===== src/rtl/javk_prefetch_if.sv =====
// Bus bundle for the JAVK instruction prefetch unit: the memory fetch side and
// the core-facing instruction stream.
interface javk_prefetch_if;
  // Handshakes: a memory transfer completes on a rising edge where mem_req and
  // mem_ack are both 1; mem_req/mem_addr stay fixed until then. A byte is
  // consumed on a rising edge where instr_valid and instr_take are both 1.
  logic [15:0] mem_addr;
  logic        mem_req;
  logic        mem_ack;
  logic [7:0]  mem_rdata;
  logic [7:0]  instr;
  logic [15:0] instr_pc;
  logic        instr_valid;
  logic        instr_take;
  logic        redirect;
  logic [15:0] redirect_pc;

  modport master (
    output mem_addr, mem_req, instr, instr_pc, instr_valid,
    input  mem_ack, mem_rdata, instr_take, redirect, redirect_pc
  );

  modport slave (
    input  mem_addr, mem_req, instr, instr_pc, instr_valid,
    output mem_ack, mem_rdata, instr_take, redirect, redirect_pc
  );
endinterface


===== src/rtl/javk_prefetch.sv =====
// Instruction prefetch: sequential byte fetch over req/ack into a small FIFO,
// head byte presented to the core, redirect flushes and restarts fetch.
module javk_prefetch #(
  parameter int          DEPTH    = 4,
  parameter logic [15:0] RESET_PC = 16'h0000
) (
  input  logic              clk,
  input  logic              rst,
  javk_prefetch_if.master   bus,
  output logic [1:0]        dbg_state
);
  localparam int AW = $clog2(DEPTH);
  localparam int CW = AW + 1;
  localparam logic [CW-1:0] FULL = CW'(DEPTH);

  typedef enum logic [1:0] {IDLE = 2'd0, REQ = 2'd1, DROP = 2'd2} state_t;

  state_t        state, state_d;
  logic [15:0]   fetch_pc, fetch_pc_d;
  logic [15:0]   addr_q, addr_d;
  logic [7:0]    data_mem [DEPTH];
  logic [15:0]   pc_mem [DEPTH];
  logic [AW-1:0] rd_ptr, wr_ptr;
  logic [CW-1:0] count, cnt_after;
  logic          push, pop;

  always_ff @(posedge clk or negedge rst) begin
    if (!rst) begin
      state    <= IDLE;
      fetch_pc <= RESET_PC;
      addr_q   <= RESET_PC;
    end else begin
      state    <= state_d;
      fetch_pc <= fetch_pc_d;
      addr_q   <= addr_d;
    end
  end

  // cnt_after is the occupancy after this edge; every issue decision uses it
  // so a byte taken this cycle frees its slot immediately.
  always_comb begin
    push       = (state == REQ) && bus.mem_ack && !bus.redirect;
    pop        = bus.instr_take && (count != '0) && !bus.redirect;
    cnt_after  = count;
    if (push) cnt_after = cnt_after + CW'(1);
    if (pop)  cnt_after = cnt_after - CW'(1);
    state_d    = state;
    fetch_pc_d = fetch_pc;
    addr_d     = addr_q;
    case (state)
      IDLE: begin
        if (bus.redirect) begin
          fetch_pc_d = bus.redirect_pc;
          addr_d     = bus.redirect_pc;
          state_d    = REQ;
        end else if (cnt_after < FULL) begin
          addr_d  = fetch_pc;
          state_d = REQ;
        end
      end
      REQ: begin
        if (bus.redirect) begin
          fetch_pc_d = bus.redirect_pc;
          if (bus.mem_ack) begin
            addr_d = bus.redirect_pc;
          end else begin
            state_d = DROP;
          end
        end else if (bus.mem_ack) begin
          fetch_pc_d = fetch_pc + 16'd1;
          addr_d     = fetch_pc + 16'd1;
          if (cnt_after >= FULL) state_d = IDLE;
        end
      end
      DROP: begin
        // The old request is still on the bus; its byte is thrown away.
        if (bus.redirect) fetch_pc_d = bus.redirect_pc;
        if (bus.mem_ack) begin
          addr_d  = bus.redirect ? bus.redirect_pc : fetch_pc;
          state_d = REQ;
        end
      end
      default: state_d = IDLE;
    endcase
  end

  always_ff @(posedge clk or negedge rst) begin
    if (!rst) begin
      rd_ptr <= '0;
      wr_ptr <= '0;
      count  <= '0;
      for (int i = 0; i < DEPTH; i++) begin
        data_mem[i] <= '0;
        pc_mem[i]   <= RESET_PC;
      end
    end else if (bus.redirect) begin
      rd_ptr <= '0;
      wr_ptr <= '0;
      count  <= '0;
    end else begin
      if (push) begin
        data_mem[wr_ptr] <= bus.mem_rdata;
        pc_mem[wr_ptr]   <= addr_q;
        wr_ptr           <= wr_ptr + AW'(1);
      end
      if (pop) rd_ptr <= rd_ptr + AW'(1);
      count <= cnt_after;
    end
  end

  assign bus.mem_req     = (state != IDLE);
  assign bus.mem_addr    = addr_q;
  assign bus.instr_valid = (count != '0);
  assign bus.instr       = data_mem[rd_ptr];
  assign bus.instr_pc    = pc_mem[rd_ptr];
  assign dbg_state       = state;

  a_no_overflow: assert property (@(posedge clk) disable iff (!rst) push |-> (count < FULL));
endmodule


===== src/flat_wrapper.sv =====
// flat-port wrapper written by rule: the top's interface ports become plain ports
module javk_prefetch_flat 
#(
  parameter int          DEPTH    = 4,
  parameter logic [15:0] RESET_PC = 16'h0000
)
  (clk, rst, dbg_state, bus_mem_addr, bus_mem_req, bus_instr, bus_instr_pc, bus_instr_valid, bus_mem_ack, bus_mem_rdata, bus_instr_take, bus_redirect, bus_redirect_pc);
  javk_prefetch_if bus_i ();
  input  logic clk;
  input  logic rst;
  output logic [1:0] dbg_state;
  output wire logic [$bits(bus_i.mem_addr)-1:0] bus_mem_addr;
  output wire logic [$bits(bus_i.mem_req)-1:0] bus_mem_req;
  output wire logic [$bits(bus_i.instr)-1:0] bus_instr;
  output wire logic [$bits(bus_i.instr_pc)-1:0] bus_instr_pc;
  output wire logic [$bits(bus_i.instr_valid)-1:0] bus_instr_valid;
  input wire logic [$bits(bus_i.mem_ack)-1:0] bus_mem_ack;
  input wire logic [$bits(bus_i.mem_rdata)-1:0] bus_mem_rdata;
  input wire logic [$bits(bus_i.instr_take)-1:0] bus_instr_take;
  input wire logic [$bits(bus_i.redirect)-1:0] bus_redirect;
  input wire logic [$bits(bus_i.redirect_pc)-1:0] bus_redirect_pc;
  assign bus_mem_addr = bus_i.mem_addr;
  assign bus_mem_req = bus_i.mem_req;
  assign bus_instr = bus_i.instr;
  assign bus_instr_pc = bus_i.instr_pc;
  assign bus_instr_valid = bus_i.instr_valid;
  assign bus_i.mem_ack = bus_mem_ack;
  assign bus_i.mem_rdata = bus_mem_rdata;
  assign bus_i.instr_take = bus_instr_take;
  assign bus_i.redirect = bus_redirect;
  assign bus_i.redirect_pc = bus_redirect_pc;
  javk_prefetch #(.DEPTH(DEPTH), .RESET_PC(RESET_PC)) u_core (.clk(clk), .rst(rst), .bus(bus_i), .dbg_state(dbg_state));
endmodule

===== config.mk =====
export PLATFORM = sky130hd
export DESIGN_NAME = javk_prefetch_flat
export DESIGN_NICKNAME = d
export VERILOG_FILES = /design/src/rtl/javk_prefetch_if.sv /design/src/rtl/javk_prefetch.sv /design/src/flat_wrapper.sv
export SDC_FILE = /design/constraint.sdc
export NUM_CORES = 1
export LEC_CHECK = 0
export CAP_MARGIN = 5
export CORE_ASPECT_RATIO = 0.7
export CORE_MARGIN = 2
export CORE_UTILIZATION = 52
export CTS_CLUSTER_SIZE = 12
export DETAILED_ROUTE_END_ITERATION = 12
export DONT_BUFFER_PORTS = 1
export PLACE_DENSITY_LB_ADDON = 0.12
export SLEW_MARGIN = 5
export SYNTH_ARGS = -nofsm -noshare
export SYNTH_HDL_FRONTEND = slang
export SYNTH_SLANG_ARGS = --single-unit

===== constraint.sdc =====
create_clock -name clk -period 3.5 [get_ports clk]
set_input_delay 0.7 -clock clk [delete_from_list [all_inputs] [get_ports clk]]
set_output_delay 0.7 -clock clk [all_outputs]
set_load 0.03 [all_outputs]

# Yosys cells after proc, flatten, opt, wreduce, memory -nomap -nowiden
# Index checks and enable logic that the tools add are counted.
[classes]
n_lt_le_gt_ge = 5
n_eq_ne = 8
n_mux = 37
n_reduce_logical = 18
n_bitwise = 3
add_sub_neg = 5
[ops]
columns = ["op", "count"]
rows = [
  ["16-bit 2-to-1 mux", 11],
  ["64-bit bitwise mux", 1],
  ["16-bit one-hot mux with 3 select lines", 1],
  ["16-bit binary-select mux with 2-bit select", 1],
  ["32-bit bitwise mux", 1],
  ["16-bit demux with 2-bit select", 1],
  ["16-bit one-hot mux with 2 select lines", 1],
  ["8-bit 2-to-1 mux", 3],
  ["2-bit 2-to-1 mux", 11],
  ["16-bit by 1-bit adder with 16-bit output, second input constant", 1],
  ["8-bit binary-select mux with 2-bit select", 1],
  ["8-bit demux with 2-bit select", 1],
  ["3-bit >= comparator, second input constant", 3],
  ["3-bit 2-to-1 mux", 3],
  ["3-bit != test, second input constant", 3],
  ["2-bit nonzero test", 4],
  ["2-bit inverter with 3-bit output", 2],
  ["2-bit one-hot mux with 3 select lines", 1],
  ["3-bit nonzero test", 2],
  ["1-bit logical AND", 5],
  ["5-bit AND reduction", 1],
  ["2-bit by 1-bit adder with 2-bit output, second input constant", 2],
  ["2-bit != test, second input constant", 2],
  ["2-bit AND reduction", 2],
  ["12 further kinds", 12],
]
[totals]
output_inout_bits = 44
reg_bits = 137

# Depth between registers and ports, before layout
[depth]
depth_word = 11
ltp_mapped = 10
depth_no_buf = 8

# Worst setup path before layout
# Ideal clock, no wire load.
[synth_path]
path_type = "input -> register"
from = "in bus_redirect"
to = "reg u_core.addr_q[0] (netlist: u_core.bus.mem_addr[0])"
path_slack_ns = 0.574
n_path_buf = 2
stages = 9
t_required_ns = 3.375
setup_ns = 0.125
arrival_time_ns = 2.801
path_cell_list = "buf_2 nor4bb_1 buf_2 mux2i_1 ha_1 and4bb_2 o211a_1 nor2_2 mux2_2"
[synth_between]
elab_chain_cells = 8
elab_cells_between_ends = 14
classes_between = "add/sub (1); order compare (1); eq/ne (1); mux (7); reduce/logical (4)"
[synth_lines]
columns = ["element", "line_no", "rtl"]
rows = [
  ["from (decl)", "flat_wrapper.sv:20", "input wire logic [$bits(bus_i.redirect)-1:0] bus_redirect;"],
  ["1-bit logical NOT", "javk_prefetch.sv:42, javk_prefetch.sv:43", ""],
  ["1-bit logical AND", "javk_prefetch.sv:42", "push = (state == REQ) && bus.mem_ack && !bus.redirect;"],
  ["3-bit 2-to-1 mux", "javk_prefetch.sv:45", "if (push) cnt_after = cnt_after + CW'(1);"],
  ["3-bit by 1-bit subtractor with 3-bit output", "javk_prefetch.sv:46", "if (pop) cnt_after = cnt_after - CW'(1);"],
  ["3-bit 2-to-1 mux", "javk_prefetch.sv:46", ""],
  ["3-bit less-than comparator", "javk_prefetch.sv:56", "end else if (cnt_after < FULL) begin"],
  ["3-bit by 2-bit != test with 1-bit output (no source line)", "--", ""],
  ["4-bit AND reduction (no source line)", "--", ""],
  ["to (signal assigned)", "javk_prefetch.sv:35", "addr_q <= addr_d;"],
  ["to (decl)", "javk_prefetch.sv:20", "logic [15:0] addr_q, addr_d;"],
]
# Parallel ways exist; a longest one is shown, timed or not. The select of a mux whose other input is x is not followed.
# A chain may end at the register's enable or synchronous reset.

# Final worst setup path
[layout_path]
from = "reg u_core.state[1] (netlist: u_core.dbg_state[1])"
to = "reg u_core.addr_q[12] (netlist: u_core.bus.mem_addr[12])"
[layout_between]
elab_chain_cells = 9
elab_cells_between_ends = 15
classes_between = "add/sub (1); order compare (1); eq/ne (5); mux (3); reduce/logical (5)"
[layout_lines]
columns = ["element", "line_no", "rtl"]
rows = [
  ["from (decl)", "javk_prefetch.sv:18", "state_t state, state_d;"],
  ["from (signal assigned)", "javk_prefetch.sv:33", "state <= state_d;"],
  ["2-bit by 1-bit equality test with 1-bit output", "javk_prefetch.sv:42, javk_prefetch.sv:50", ""],
  ["1-bit logical AND (2 in a row)", "javk_prefetch.sv:42", ""],
  ["3-bit 2-to-1 mux", "javk_prefetch.sv:45", ""],
  ["3-bit by 1-bit subtractor with 3-bit output", "javk_prefetch.sv:46", ""],
  ["3-bit 2-to-1 mux", "javk_prefetch.sv:46", ""],
  ["3-bit less-than comparator", "javk_prefetch.sv:56", ""],
  ["3-bit by 2-bit != test with 1-bit output (no source line)", "--", ""],
  ["4-bit AND reduction (no source line)", "--", ""],
]
# Parallel ways exist; a longest one is shown, timed or not.

==> reports/qor.txt <==
======================================================================================
Final Wtd Congestion                                                             0.892
Max incr delay on CP                                                           0.47 ns
Final Net Count                                                                    572
Number of failing hold endpoints at the final stage                                 10
Die Footprint                                                               0.0143 mm2
Initial cell density of the core                                                 52.9%
Run status                                                                complete, but fails checks
Share of synthesized registers carrying an async set or reset                     100%
Reg-to-reg critical path startpoint                                       u_core.dbg_state[1]$_DFFE_PN0P_
Standard cell core area                                                     0.0131 mm2
Sink count of the clock tree                                                       137
Worst-path cell with the longest stage delay                              sky130_fd_sc_hd__nor4bb_2
Kind of critical path                                                       reg -> reg
Count of input and output buffers                                                    0
Compound-Gate Fraction of Synth Area                                             8.03%
Number of I/O pins                                                                  73
Gates resized, CTS repair                                                            0
Hold_ws                                                                     -0.0217 ns
Total standard cell area after synthesis                                   0.00692 mm2
Share of layout cells above drive strength 1                                     32.5%
Portion of synthesized cell area occupied by the leading cell type               49.5%
Post-synthesis cell type with the largest combined area                   sky130_fd_sc_hd__dfrtp_1
Cell types with the highest counts after synthesis                        137 x sky130_fd_sc_hd__dfrtp_1, 101 x sky130_fd_sc_hd__mux2_2, 28 x sky130_fd_sc_hd__nor2_1
Count of unresolved DRC violations after routing                                     0
Insertion delay to the later sink of the worst-skew pair                       0.41 ns
Slew at the pin closest to its max-slew limit                                 0.842 ns
Count of yosys warnings during synthesis                                             0
Endpoint required time on the critical path                                    3.79 ns
Share of cell area taken by muxes after synthesis                                27.3%
Average vias per placed instance                                                  6.29
R2R cell count                                                                       7
Class of the worst hold path                                               in -> async
Overall Global Routing Usage                                                     23.5%
Number of buffers created by CTS                                                    17
Y dimension of the die                                                          101 um
Violations in the final reports                                           negative hold slack
Root Buffer Master                                                        sky130_fd_sc_hd__clkbuf_16
Flop2flop setup slack                                                          0.59 ns
Arrival time reported for the critical path endpoint                           3.20 ns
Total grt overflow                                                                   0
Setup Fix Bufs, Post-CTS                                                             0
Worst IR Drop VDD                                                           0.000548 V
Max-cap violation count                                                              0
Fmax                                                                         0.344 GHz
Number of synthesized flops with an enable pin                                       0
Wire length after detailed routing                                            15800 um
Final setup violation count                                                          0
Via total after detailed routing                                                  4486
Power density of the placed cells                                          1010 mW/mm2
First-pass GRT wire length                                                    25500 um
Layout Cell Area excl Fill                                                 0.00763 mm2
Nature of the critical path startpoint                                       flip-flop
Adder and majority cell fraction of the synthesized area                         1.45%
Synthesized netlist net count                                                      582
Detailed-route wire length per cell                                            22.2 um
Synth Area in XOR/XNOR                                                           1.65%
Area share of and/or/nand/nor cells after synthesis                              9.04%
Number of levels the H-tree was split into                                           4
Critical register-to-register path endpoint                               u_core.bus.mem_addr[12]$_DFFE_PN0P_
Clock Skew                                                                   0.0109 ns
Unrepaired setup endpoints after global routing                                  false
Total placed instance area                                                 0.00703 mm2
Clock buffer depth                                                                   2
Most frequent cell after synthesis                                        sky130_fd_sc_hd__dfrtp_1
Number of antenna repair diodes                                                      0
Worst-path fanout max                                                               11
TNS Setup                                                                         0 ns
Sequential area share after synthesis                                            49.5%
Antenna violations before repair                                                     0
Rows                                                                                35
Post-layout minimum cycle time                                                 2.91 ns
Area overhead of the layout relative to synthesis                                10.2%
Final antenna-violating net count                                                    0
Clock slew at the register clock pins of the worst setup and hold paths        0.06 ns
TritonCTS clock tree                                                              done
Maximum number of pins on one net before global-route repair                       138
Main synth FF type                                                        sky130_fd_sc_hd__dfrtp_1
Initial DRC Count                                                                  384
Yosys cell types                                                                    59
Count of TritonRoute iterations in the first routing pass                            4
Flip-flop and latch count after synthesis                                          137
Mean area per synthesized cell                                                12.7 um2
Synth top area cells                                                      sky130_fd_sc_hd__dfrtp_1 50%, sky130_fd_sc_hd__mux2_2 16%, sky130_fd_sc_hd__mux4_2 7.8%
Relative slew slack                                                              43.5%
CP Cell Sequence                                                          nor4bb_2 > xnor2_1 > ha_1 > and4bb_2 > o211a_1 > nor2_2 > mux2_2
Pins over their slew limit                                                           0
Final cycle utilization of the critical path                                     83.0%
Via count of the first global-routing pass                                        4631
Detail Placement HPWL                                                         10400 um
Combinational family with the most area after synthesis                   multiplexers
Leakage power                                                                  3.29 nW
Synth Instances                                                                    545
Category of the worst setup path capture point                               flip-flop
Width of the die                                                                142 um
======================================================================================
-- logic make-up after synthesis --
logic type / after synthesis
muxes: 145
DFF: 137
and+or+nand+nor: 109
AOI/OAI and AO/OA: 85
buffers and inverters: 48
xor gates and xnor gates: 13
adders and majority gates: 8
-- power by group --
group | switching (mW) | internal [mW]
registers | 0.823 | 2.22
logic | 1.59 | 1.23
clock network | 0.693 | 1.12
total | 3.11 | 4.57
-- metrics by stage --
| stage | instances | power, mW | util, % | hold slack, ns | setup WS, ns |
|---|---|---|---|---|---|
| after floorplan | 545 | 5.25 | - | 0.404 | 0.574 |
| after global placement | 682 | 5.76 | 53.7 | 0.410 | 0.418 |
| after detailed placement | 682 | 5.88 | 53.7 | 0.410 | 0.312 |
| after CTS | 713 | 7.72 | 58.3 | -0.0295 | 0.601 |
| after global routing | 713 | 8.12 | 58.3 | -0.0357 | 0.421 |
| final | 713 | 7.68 | 58.3 | -0.0217 | 0.594 |
-- cell type report --
| cell class | count | area (um2) |
|---|---|---|
| Clock inverter | 14 | 171 |
| Tap cell | 166 | 208 |
| Fill cell | 1063 | 5470 |
| Clock buffer | 17 | 425 |
| Sequential cell | 137 | 3430 |
| Multi-Input combinational cell | 360 | 3290 |
| Inverter | 10 | 37.5 |
| Timing Repair Buffer | 9 | 67.6 |
-- layer usage --
metal	vias up	part of all wire, %	global-route usage, %
li1	2027	-	-
met1	2309	46	32.8
met2	130	47	36.6
met3	20	6.3	6.22
met4	0	1.3	7.08
met5	-	0	0
-- worst max-delay path, delay by kind of cell, from the launching register on --
kind / cells / cell delay (ns)
simple gates: 3 / 1.21
mux: 1 / 0.40
flops: 1 / 0.39
compound gates: 1 / 0.35
fa+ha+maj: 1 / 0.23
xor+xnor: 1 / 0.20
-- worst max-delay path by stage --
stage	slack, ns	cells past startpoint	to	startpoint
2_1_floorplan	0.57	9	u_core.bus.mem_addr[0]$_DFFE_PN0P_	bus_redirect
3_3_place_gp	0.42	7	u_core.bus.mem_addr[12]$_DFFE_PN0P_	bus_redirect
3_5_place_dp	0.31	7	u_core.bus.mem_addr[0]$_DFFE_PN0P_	bus_redirect
4_1_cts	0.60	7	u_core.bus.mem_addr[12]$_DFFE_PN0P_	u_core.dbg_state[1]$_DFFE_PN0P_
5_1_grt	0.42	7	u_core.bus.mem_addr[12]$_DFFE_PN0P_	u_core.dbg_state[1]$_DFFE_PN0P_
6_report	0.59	7	u_core.bus.mem_addr[12]$_DFFE_PN0P_	u_core.dbg_state[1]$_DFFE_PN0P_
-- state kept, by name, indices dropped and copies added, names as in the netlist --
register             count
u_core.bus.mem_addr     16
u_core.count             3
u_core.data_mem         32
u_core.dbg_state         2
u_core.fetch_pc         16
u_core.pc_mem           64
u_core.rd_ptr            2
u_core.wr_ptr            2
-- placed cells by master (no fill, tap or decap), types with 4 or more instances in the layout --
master	n
sky130_fd_sc_hd__a221oi_1	5
sky130_fd_sc_hd__mux2_1	7
sky130_fd_sc_hd__o21ai_0	20
sky130_fd_sc_hd__o21ai_1	6
sky130_fd_sc_hd__o22ai_1	6
sky130_fd_sc_hd__ha_1	8
sky130_fd_sc_hd__nand2b_1	5
sky130_fd_sc_hd__a211oi_1	6
sky130_fd_sc_hd__and3_1	6
sky130_fd_sc_hd__buf_4	9
sky130_fd_sc_hd__mux2i_1	13
sky130_fd_sc_hd__nand2_2	4
sky130_fd_sc_hd__nor4_1	9
sky130_fd_sc_hd__clkbuf_16	17
sky130_fd_sc_hd__xnor2_1	10
sky130_fd_sc_hd__nor2_1	28
sky130_fd_sc_hd__nor3_1	10
sky130_fd_sc_hd__mux2_2	101
sky130_fd_sc_hd__nand2_1	11
sky130_fd_sc_hd__mux4_2	24
sky130_fd_sc_hd__inv_1	8
sky130_fd_sc_hd__nand4_1	4
sky130_fd_sc_hd__dfrtp_1	136
sky130_fd_sc_hd__nand3_1	11
sky130_fd_sc_hd__a21oi_1	12
Power figures use the tool's default switching activity.
